$ cat src/rtl/dac_pkg.sv
// Shared types and widths for the DAC command sequencer.
// Frame layout is {comm, addr, data}, 24 bits, matching the serial driver's command word.
package dac_pkg;

  localparam int CMD_W   = 4;
  localparam int ADDR_W  = 4;
  localparam int DATA_W  = 16;
  localparam int FRAME_W = CMD_W + ADDR_W + DATA_W;

  typedef enum logic [2:0] {
    IDLE,
    LAUNCH,
    WAIT_BUSY,
    WAIT_DONE,
    GAP
  } seq_state_t;

  typedef struct packed {
    logic [CMD_W-1:0]  comm;
    logic [ADDR_W-1:0] addr;
    logic [DATA_W-1:0] data;
  } dac_cmd_t;

endpackage

$ cat src/rtl/dac_cmd_sequencer_if.sv
// Host command handshake into the sequencer (valid/ready, one frame per beat).
// master = command decoder side, slave = sequencer side.
interface dac_cmd_sequencer_if;
  import dac_pkg::*;

  logic              cmd_valid;
  logic              cmd_ready;
  logic [CMD_W-1:0]  cmd_comm;
  logic [ADDR_W-1:0] cmd_addr;
  logic [DATA_W-1:0] cmd_data;

  modport master (output cmd_valid, cmd_comm, cmd_addr, cmd_data, input cmd_ready);
  modport slave  (input cmd_valid, cmd_comm, cmd_addr, cmd_data, output cmd_ready);

endinterface

$ cat src/rtl/dac_cmd_fifo.sv
// Synchronous DEPTH x FRAME_W command FIFO; head is visible combinationally, pop takes effect at the edge.
// full is registered from next-cycle occupancy; push while full and pop while empty are ignored.
module dac_cmd_fifo
  import dac_pkg::*;
#(
  parameter int DEPTH = 8,
  localparam int AW   = $clog2(DEPTH)
) (
  input  logic     clk,
  input  logic     rst_n,
  input  logic     push,
  input  dac_cmd_t push_dat,
  input  logic     pop,
  output dac_cmd_t head,
  output logic     full,
  output logic     empty,
  output logic [AW:0] level
);

  dac_cmd_t       mem [DEPTH];
  logic [AW-1:0]  wr_ptr;
  logic [AW-1:0]  rd_ptr;
  logic [AW:0]    level_nxt;
  logic           do_push;
  logic           do_pop;

  assign empty   = (level == '0);
  assign do_push = push & ~full;
  assign do_pop  = pop & ~empty;
  assign head    = mem[rd_ptr];

  always_comb begin
    level_nxt = level;
    if (do_push && !do_pop)
      level_nxt = level + 1'b1;
    else if (do_pop && !do_push)
      level_nxt = level - 1'b1;
  end

  // Pointers wrap for free because DEPTH is a power of two.
  always_ff @(posedge clk) begin
    if (!rst_n) begin
      wr_ptr <= '0;
      rd_ptr <= '0;
      level  <= '0;
      full   <= 1'b0;
    end else begin
      if (do_push) wr_ptr <= wr_ptr + 1'b1;
      if (do_pop)  rd_ptr <= rd_ptr + 1'b1;
      level <= level_nxt;
      full  <= (level_nxt == (AW+1)'(DEPTH));
    end
  end

  always_ff @(posedge clk) begin
    if (do_push) mem[wr_ptr] <= push_dat;
  end

endmodule

$ cat src/rtl/dac_cmd_sequencer.sv
// Queues host DAC frames and launches them one at a time (ext_ctrl 2 cycles after a push into an idle, empty queue).
// cmd_ready drops while the FIFO is full; optional shadow register file under DAC_SHADOW_EN.
module dac_cmd_sequencer
  import dac_pkg::*;
#(
  parameter int DEPTH     = 8,
  parameter int START_TMO = 64,
  parameter int GAP_CYC   = 4
) (
  input  logic                    clk,
  input  logic                    rst_n,
  dac_cmd_sequencer_if.slave      host,
  input  logic                    dac_init_done,
  input  logic                    dac_busy,
  output logic [CMD_W-1:0]        comm,
  output logic [ADDR_W-1:0]       addr,
  output logic [DATA_W-1:0]       data,
  output logic                    ext_ctrl,
  output logic [$clog2(DEPTH):0]  level,
  output logic                    ovf,
  output logic                    tmo,
  input  logic                    err_clr,
  output logic [15:0]             issued_cnt
`ifdef DAC_SHADOW_EN
  ,
  input  logic [3:0]              shadow_raddr,
  output logic [15:0]             shadow_rdata
`endif
);

  localparam int CNT_MAX = (START_TMO > GAP_CYC) ? START_TMO : GAP_CYC;
  localparam int CNT_W   = $clog2(CNT_MAX) + 1;
  localparam logic [CNT_W-1:0] TMO_LAST = CNT_W'(START_TMO - 1);
  localparam logic [CNT_W-1:0] GAP_LAST = CNT_W'(GAP_CYC - 1);

  seq_state_t        state, state_nxt;
  logic [CNT_W-1:0]  cnt;
  dac_cmd_t          cur;
  dac_cmd_t          head;
  dac_cmd_t          push_dat;
  logic              rdy_en;
  logic              fifo_full;
  logic              fifo_empty;
  logic              push;
  logic              ovf_evt;
  logic              pop;
  logic              launch;
  logic              cnt_clr;
  logic              cnt_inc;
  logic              done;
  logic              tmo_evt;

  // rdy_en keeps cmd_ready low throughout reset and for the reset edge itself.
  assign host.cmd_ready = rdy_en & ~fifo_full;
  assign push           = host.cmd_valid & host.cmd_ready;
  assign ovf_evt        = host.cmd_valid & fifo_full;
  assign push_dat       = {host.cmd_comm, host.cmd_addr, host.cmd_data};

  assign comm = cur.comm;
  assign addr = cur.addr;
  assign data = cur.data;

  dac_cmd_fifo #(.DEPTH(DEPTH)) u_fifo (
    .clk      (clk),
    .rst_n    (rst_n),
    .push     (push),
    .push_dat (push_dat),
    .pop      (pop),
    .head     (head),
    .full     (fifo_full),
    .empty    (fifo_empty),
    .level    (level)
  );

  always_comb begin
    state_nxt = state;
    pop       = 1'b0;
    launch    = 1'b0;
    cnt_clr   = 1'b0;
    cnt_inc   = 1'b0;
    done      = 1'b0;
    tmo_evt   = 1'b0;
    case (state)
      IDLE: begin
        if (!fifo_empty && dac_init_done && !dac_busy) begin
          pop       = 1'b1;
          state_nxt = LAUNCH;
        end
      end
      LAUNCH: begin
        launch    = 1'b1;
        cnt_clr   = 1'b1;
        state_nxt = WAIT_BUSY;
      end
      WAIT_BUSY: begin
        if (dac_busy) begin
          state_nxt = WAIT_DONE;
        end else if (cnt == TMO_LAST) begin
          tmo_evt   = 1'b1;
          cnt_clr   = 1'b1;
          state_nxt = GAP;
        end else begin
          cnt_inc = 1'b1;
        end
      end
      WAIT_DONE: begin
        if (!dac_busy) begin
          done      = 1'b1;
          cnt_clr   = 1'b1;
          state_nxt = GAP;
        end
      end
      GAP: begin
        if (cnt == GAP_LAST) state_nxt = IDLE;
        else                 cnt_inc   = 1'b1;
      end
      default: state_nxt = IDLE;
    endcase
  end

  always_ff @(posedge clk) begin
    if (!rst_n) begin
      state      <= IDLE;
      cnt        <= '0;
      cur        <= '0;
      ext_ctrl   <= 1'b0;
      rdy_en     <= 1'b0;
      ovf        <= 1'b0;
      tmo        <= 1'b0;
      issued_cnt <= '0;
    end else begin
      state    <= state_nxt;
      rdy_en   <= 1'b1;
      ext_ctrl <= launch;
      if (pop)          cur <= head;
      if (cnt_clr)      cnt <= '0;
      else if (cnt_inc) cnt <= cnt + 1'b1;
      if (done)         issued_cnt <= issued_cnt + 16'd1;
      // A fresh overflow beats err_clr; a fresh timeout does not.
      if (ovf_evt)      ovf <= 1'b1;
      else if (err_clr) ovf <= 1'b0;
      if (err_clr)      tmo <= 1'b0;
      else if (tmo_evt) tmo <= 1'b1;
    end
  end

`ifdef DAC_SHADOW_EN
  logic [15:0] shadow_mem [16];

  always_ff @(posedge clk) begin
    if (!rst_n) begin
      for (int i = 0; i < 16; i++) shadow_mem[i] <= '0;
      shadow_rdata <= '0;
    end else begin
      if (done) shadow_mem[cur.addr] <= cur.data;
      shadow_rdata <= shadow_mem[shadow_raddr];
    end
  end
`endif

endmodule

$ cat src/flat_wrapper.sv
// flat-port wrapper written by rule: the top's interface ports become plain ports
module dac_cmd_sequencer_flat import dac_pkg::*;
#(
  parameter int DEPTH     = 8,
  parameter int START_TMO = 64,
  parameter int GAP_CYC   = 4
)
  (clk, rst_n, dac_init_done, dac_busy, comm, addr, data, ext_ctrl, level, ovf, tmo, err_clr, issued_cnt, host_cmd_valid, host_cmd_comm, host_cmd_addr, host_cmd_data, host_cmd_ready);
  dac_cmd_sequencer_if host_i ();
  input  logic clk;
  input  logic rst_n;
  input  logic dac_init_done;
  input  logic dac_busy;
  output logic [CMD_W-1:0] comm;
  output logic [ADDR_W-1:0] addr;
  output logic [DATA_W-1:0] data;
  output logic ext_ctrl;
  output logic [$clog2(DEPTH):0] level;
  output logic ovf;
  output logic tmo;
  input  logic err_clr;
  output logic [15:0] issued_cnt;
  input wire logic [$bits(host_i.cmd_valid)-1:0] host_cmd_valid;
  input wire logic [$bits(host_i.cmd_comm)-1:0] host_cmd_comm;
  input wire logic [$bits(host_i.cmd_addr)-1:0] host_cmd_addr;
  input wire logic [$bits(host_i.cmd_data)-1:0] host_cmd_data;
  output wire logic [$bits(host_i.cmd_ready)-1:0] host_cmd_ready;
  assign host_i.cmd_valid = host_cmd_valid;
  assign host_i.cmd_comm = host_cmd_comm;
  assign host_i.cmd_addr = host_cmd_addr;
  assign host_i.cmd_data = host_cmd_data;
  assign host_cmd_ready = host_i.cmd_ready;
  dac_cmd_sequencer #(.DEPTH(DEPTH), .START_TMO(START_TMO), .GAP_CYC(GAP_CYC)) u_core (.clk(clk), .rst_n(rst_n), .host(host_i), .dac_init_done(dac_init_done), .dac_busy(dac_busy), .comm(comm), .addr(addr), .data(data), .ext_ctrl(ext_ctrl), .level(level), .ovf(ovf), .tmo(tmo), .err_clr(err_clr), .issued_cnt(issued_cnt));
endmodule
$ cat config.mk
export PLATFORM = sky130hd
export DESIGN_NAME = dac_cmd_sequencer_flat
export DESIGN_NICKNAME = d
export VERILOG_FILES = /design/src/rtl/dac_pkg.sv /design/src/rtl/dac_cmd_sequencer_if.sv /design/src/rtl/dac_cmd_fifo.sv /design/src/rtl/dac_cmd_sequencer.sv /design/src/flat_wrapper.sv
export SDC_FILE = /design/constraint.sdc
export NUM_CORES = 1
export LEC_CHECK = 0
export BUFFER_PORTS_ARGS = -buffer_cell sky130_fd_sc_hd__buf_2
export CAP_MARGIN = 20
export CORE_UTILIZATION = 59
export DETAILED_ROUTE_END_ITERATION = 8
export PLACE_DENSITY = 0.79
export SLEW_MARGIN = 30
export SYNTH_ARGS = -nofsm -noshare
export SYNTH_HDL_FRONTEND = slang
export SYNTH_SLANG_ARGS = --single-unit
$ cat constraint.sdc
create_clock -name clk -period 4.9 [get_ports clk]
set_clock_uncertainty 0.05 [all_clocks]
set_input_delay 0.735 -clock clk [delete_from_list [all_inputs] [get_ports clk]]
set_output_delay 0.735 -clock clk [all_outputs]
set_load 0.005 [all_outputs]
# [Yosys cells after proc, flatten, opt, wreduce, memory -nomap -nowiden]
# Memory sizes are Yosys's and may differ from the RTL's. A register that Yosys moved wholly into a read port is not among the register bits.
# Cells that the tools add are included.
# Widths: inputs -> output; s select.
[classes] eq_ne=11 add_sub_neg=6 bitwise_logic=8 mux=26 reduce_logical=15
[ops] op="$add 16x1->16 const B" count=1
[ops] op="$mux 1" count=16
[ops] op="$mux 3" count=5
[ops] op="$pmux 3 s5" count=1
[ops] op="$mux 4" count=2
[ops] op="$add 7x1->7 const B" count=1
[ops] op="$eq 7x2->1 const B" count=1
[ops] op="$eq 7x6->1 const B" count=1
[ops] op="$add 3x1->3 const B" count=2
[ops] op="$eq 3x2->1 const B" count=2
[ops] op="$and 1x1->1" count=5
[ops] op="$logic_not 1->1" count=5
[ops] op="$add 4x1->4 const B" count=1
[ops] op="$eq 4x4->1 const B" count=1
[ops] op="$logic_and 1x1->1" count=4
[ops] op="$logic_not 4->1" count=1
[ops] op="$ne 2x1->1 const B" count=2
[ops] op="$reduce_and 4->1" count=1
[ops] op="$reduce_or 2->1" count=2
[ops] op="$sub 4x1->4 const B" count=1
[ops] op="$eq 3x1->1 const B" count=1
[ops] op="$eq 3x3->1 const B" count=1
[ops] op="$logic_not 3->1" count=1
[ops] op="$ne 3x2->1 const B" count=1
[ops] op="other kinds (5)" count=7
[totals] ramBits=192 ff_bits=41 word_cells=78 input_bits=30 out_inout_bits=48 n_memories=1
[memory_table] memory="u_core.u_fifo.mem" depth=8 word_bits=24 rd=1 rd_clocked_by_memory_dff=1 wr=1 line="dac_cmd_fifo.sv:20" rtl="dac_cmd_t mem [DEPTH];"

# [Logic depth before layout (Yosys ltp)]
[depth] depth_word=11 mapped_depth=9 mapped_depth_nobuf=7

# [Hierarchy]
# Synthesis repeated with hierarchy kept, for this count alone.
[unflattened] cells_unflattened=616 area_unflattened_um2=10221.1
[by_module_without_submodules] mod="dac_cmd_fifo" instances=1 seq_area_each_um2=6045.8 area_each_um2=7908.8 cells_each=360
[by_module_without_submodules] mod="dac_cmd_sequencer" instances=1 seq_area_each_um2=1081.0 area_each_um2=2312.2 cells_each=256

# [Worst setup path before layout]
# OpenSTA, ideal clock, no wires.
[synth_timing] path_type="input -> register" from="input host_cmd_valid" to="memory u_core.u_fifo.mem[0][0] (netlist name), enable pin" cell_stages=2 arrival_time_ns=3.322 path_slack_ns=1.062 setup_time_ns=0.466 t_required_ns=4.384 n_path_buf=0 path_cell_list="nand3b_1 -> nor4_1"
[synth_via] elab_chain_len=4
[synth_lines] item="from (decl)" line="flat_wrapper.sv:23" rtl="input wire logic [$bits(host_i.cmd_valid)-1:0] host_cmd_valid;"
[synth_lines] item="$and 1x1->1" line="dac_cmd_sequencer.sv:55" rtl="assign push = host.cmd_valid & host.cmd_ready;"
[synth_lines] item="$and 1x1->1" line="dac_cmd_fifo.sv:28" rtl="assign do_push = push & ~full;"
[synth_lines] item="$mux 1" line="dac_cmd_fifo.sv:56" rtl="if (do_push) mem[wr_ptr] <= push_dat;"
[synth_lines] item="$mux 1 (implied by the code)" line="dac_cmd_fifo.sv:56"
[synth_lines] item="to (decl)" line="dac_cmd_fifo.sv:20"
# Every way passes these cells.

# [Worst setup path in the final report]
[layout_timing] from="register u_core.u_fifo.level[0]" to="register u_core.u_fifo.rd_ptr[2]"
[layout_via] elab_chain_len=7 elab_cells_between_ends=8 cone_classes="mux: 2; bitwise: 2; reduce/logical: 4"
[layout_lines] item="from (decl)" line="dac_cmd_fifo.sv:17" rtl="output logic [AW:0] level"
[layout_lines] item="from (signal assigned)" line="dac_cmd_fifo.sv:50" rtl="level <= level_nxt;"
[layout_lines] item="$logic_not 4->1 *" line="dac_cmd_fifo.sv:27" rtl="assign empty = (level == '0);"
[layout_lines] item="$logic_not 1->1" line="dac_cmd_sequencer.sv:85" rtl="if (!fifo_empty && dac_init_done && !dac_busy) begin"
[layout_lines] item="$logic_and 1x1->1 (2 in a row)" line="dac_cmd_sequencer.sv:85"
[layout_lines] item="$mux 1" line="dac_cmd_sequencer.sv:85"
[layout_lines] item="$mux 1" line="dac_cmd_sequencer.sv:83" rtl="case (state)"
[layout_lines] item="$and 1x1->1 *" line="dac_cmd_fifo.sv:29" rtl="assign do_pop = pop & ~empty;"
[layout_lines] item="to (signal assigned)" line="dac_cmd_fifo.sv:49" rtl="if (do_pop) rd_ptr <= rd_ptr + 1'b1;"
[layout_lines] item="to (decl)" line="dac_cmd_fifo.sv:22" rtl="logic [AW-1:0] rd_ptr;"
# Every way passes the cells marked *; elsewhere a longest branch is shown, timed or not.
# A chain may end at the register's enable or synchronous reset.

==> results.ini <==
[outcome]
run_status=complete, no violations

[layout]
layout_common_cells=sky130_fd_sc_hd__edfxtp_1 (192), sky130_fd_sc_hd__buf_2 (77), sky130_fd_sc_hd__dfxtp_1 (62)
fillerInstances=1096
postLayoutCoreUtil=0.693
area_delta_synth_final_pct=15.1
final_common_cell=sky130_fd_sc_hd__edfxtp_1
ratio_of_cells_with_drive_above_1_in_the_final_layout=0.285
num_antenna_cells=0
num-nets-final=703

[worst_hold_path]
hold_depth=2
min_path_type=in2reg

[clock_network]
cts_inserted_buffers=26
cts_tree=yes
clock_sinks=257
cts.hold.buffers_added=0
cts.repair_timing.setup_buffer_count=0
worstSkewPairLatency_ns=0.52
cts.path.max_buffers=3
clk_transition_reported_paths_ns=0.06
cts-htree-levels=1
cts_resized=0
clock-root-buffer=sky130_fd_sc_hd__clkbuf_16

[global_routing]
first_global_vias=5485
global_route_wire_length_before_repair_mm=30.1
globalRouteOverflowTotal=0
track_usage=0.228
grt_max_degree=55
grt_antenna_before_repair=0

[setup_path]
critPathMaxFanout=37
cpPeakStageDelay_ns=0.78
path_class=reg2reg
timing.reg2reg.worst_path_depth=8
critical_path.slowest_cell=sky130_fd_sc_hd__and4b_2
endpoint_kind=flop
arrival_ns=3.08
worst_ep_required_time_ns=5.29
crit_chain=inv_1, ha_1, or3b_1, and4b_2, buf_4, nand2_1, xor2_1, nor2_1
cp-start-kind=flop

[floorplan]
die_x_um=132
num_rows=47
initial_core_util=0.602
die_area_sq_um=17300
core_sq_um=16500
io_pins=78
die_height_um=132

[placement]
finalWeightedCongestion=0.795
port-buffer-count=77
hpwl_mm=11.3

[synthesis]
ys_warn_count=0
async_set_or_reset_register_ratio_after_synthesis=0
syn_nets=618
syn-instance-count=582
ys_ff_latch=257
synth.avg_cell_area_sq_um=17.0
post_synth_instance_area_sq_um=9910
post_synth_num_cell_types=49
share_of_the_yosys_chip_area_belonging_to_registers=0.713
synth_edf_count=192
synthFlopType=sky130_fd_sc_hd__edfxtp_1

[timing]
layout_worst_path_cycle_share=0.548
final_period_minus_worst_setup_slack_ns=2.69
report.final.slew_viol_count=0
timing.final.setup_violations=0
hold_violations=0
worst-slew-pin-transition_ns=0.966
fmaxAchievable_mhz=372
totalNegativeSetupSlack_ns=0
slew_headroom=0.356
grt_setup_unrepaired=no

[power]
power.density_cell_area_nw_per_um2=438
static-leakage-power_nw=3.82
ir_worst_vdd_mv=0.446
p_total_mw=4.99

[detailed_routing]
detailedRoute.firstIterationViolations=362
drcViolationCount=0
route.antenna.remaining_nets=0
initial_drt_pass_iterations=4
via_per_inst=5.88
routed_wire_length_per_instance_um=21.1
wl_mm=19.2
vias=5332

[job]
number_of_maximum_capacitance_violations=0

-- final cells by class --
type,instances,area [sq um],area share
clock inverters,8,81.3,0.00713
repair buffers,89,495,0.0434
clock buffers,40,747,0.0655
multi-input cells,289,2720,0.238
flip-flops and latches,257,7070,0.620
inverters,4,17.5,0.00154
well taps,220,275,0.0241
-- power breakdown --
| group | switching (mW) | total, mW | internal [mW] |
|---|---|---|---|
| Combinational | 0.277 | 0.569 | 0.291 |
| Sequential | 0.0967 | 2.53 | 2.43 |
| Clock | 0.790 | 1.90 | 1.11 |
| Total | 1.16 | 4.99 | 3.83 |
-- final timing paths --
| path | start | slack (ns) | endpoint |
|---|---|---|---|
| setup / recovery | u_core.u_fifo.level[0]$_SDFF_PN0_ | 2.21 | u_core.u_fifo.rd_ptr[2]$_SDFFE_PN0P_ |
| hold / removal | err_clr | 0.34 | u_core.tmo$_SDFFE_PP0P_ |
| setup reg to reg | u_core.u_fifo.level[0]$_SDFF_PN0_ | 2.21 | u_core.u_fifo.rd_ptr[2]$_SDFFE_PN0P_ |
| hold reg to reg | u_core.data[14]$_SDFFE_PN0N_ | 0.45 | u_core.data[14]$_SDFFE_PN0N_ |
-- critical path: cells and delay by family (launching register included) --
family                     cells  cell delay, ns
xor gates and xnor gates       1            0.15
buffers and inverters          2            0.54
DFF                            1            0.41
and+or+nand+nor                4            1.22
adders and majority gates      1            0.24
-- metal layers --
metal	track usage	vias to the layer above	part of all wire
met5	0	-	0
met4	0.0627	0	0.017
met3	0.0390	21	0.056
met2	0.392	171	0.52
met1	0.302	2698	0.41
li1	-	2442	-
-- state kept, by name (all words and copies together), names as in the netlist, 3 cells and up --
signal / flops
u_core.u_fifo.mem: 192
u_core.data: 16
u_core.issued_cnt: 16
u_core.cnt: 7
u_core.addr: 4
u_core.comm: 4
u_core.u_fifo.level: 4
u_core.state: 3
u_core.u_fifo.rd_ptr: 3
u_core.u_fifo.wr_ptr: 3
-- stage by stage --
| stage | instances | setup slack [ns] | hold WS (ns) | area [sq um] |
|---|---|---|---|---|
| floorplan | 582 | 1.06 | 0.403 | 9910 |
| global placement | 858 | 2.13 | 0.407 | 10500 |
| detailed placement | 859 | 2.00 | 0.439 | 10600 |
| CTS | 907 | 2.19 | 0.330 | 11400 |
| global route | 907 | 2.02 | 0.333 | 11400 |
| finish | 907 | 2.21 | 0.340 | 11400 |
-- kinds of logic after synthesis --
| logic type | synth area share |
|---|---|
| AO/OA/AOI/OAI | 0.0351 |
| XOR/XNOR | 0.0230 |
| adder cells (fa/ha/maj) | 0.00871 |
| buffers and inverters | 0.0172 |
| flip-flops | 0.713 |
| multiplexers | 0.138 |
| AND/OR/NAND/NOR | 0.0646 |
-- cells in the mapped netlist (all sizes together) (4+ instances only) --
| cell | number | area [sq um] |
|---|---|---|
| nand2b | 5 | 31.3 |
| and3 | 6 | 37.5 |
| nand2 | 17 | 66.3 |
| dfxtp | 65 | 1300 |
| xnor2 | 12 | 105 |
| nand3 | 9 | 45.0 |
| ha | 6 | 75.1 |
| edfxtp | 192 | 5770 |
| nand4 | 8 | 50.1 |
| a21oi | 13 | 65.1 |
| clkbuf | 16 | 60.1 |
| nor3 | 5 | 25.0 |
| buf | 16 | 95.1 |
| o21ai | 4 | 20.0 |
| mux2i | 29 | 290 |
| nor2 | 61 | 231 |
| a211oi | 25 | 188 |
| xor2 | 14 | 123 |
| mux4 | 48 | 1080 |
| inv | 4 | 15.0 |
(Power assumes the default switching activity.)
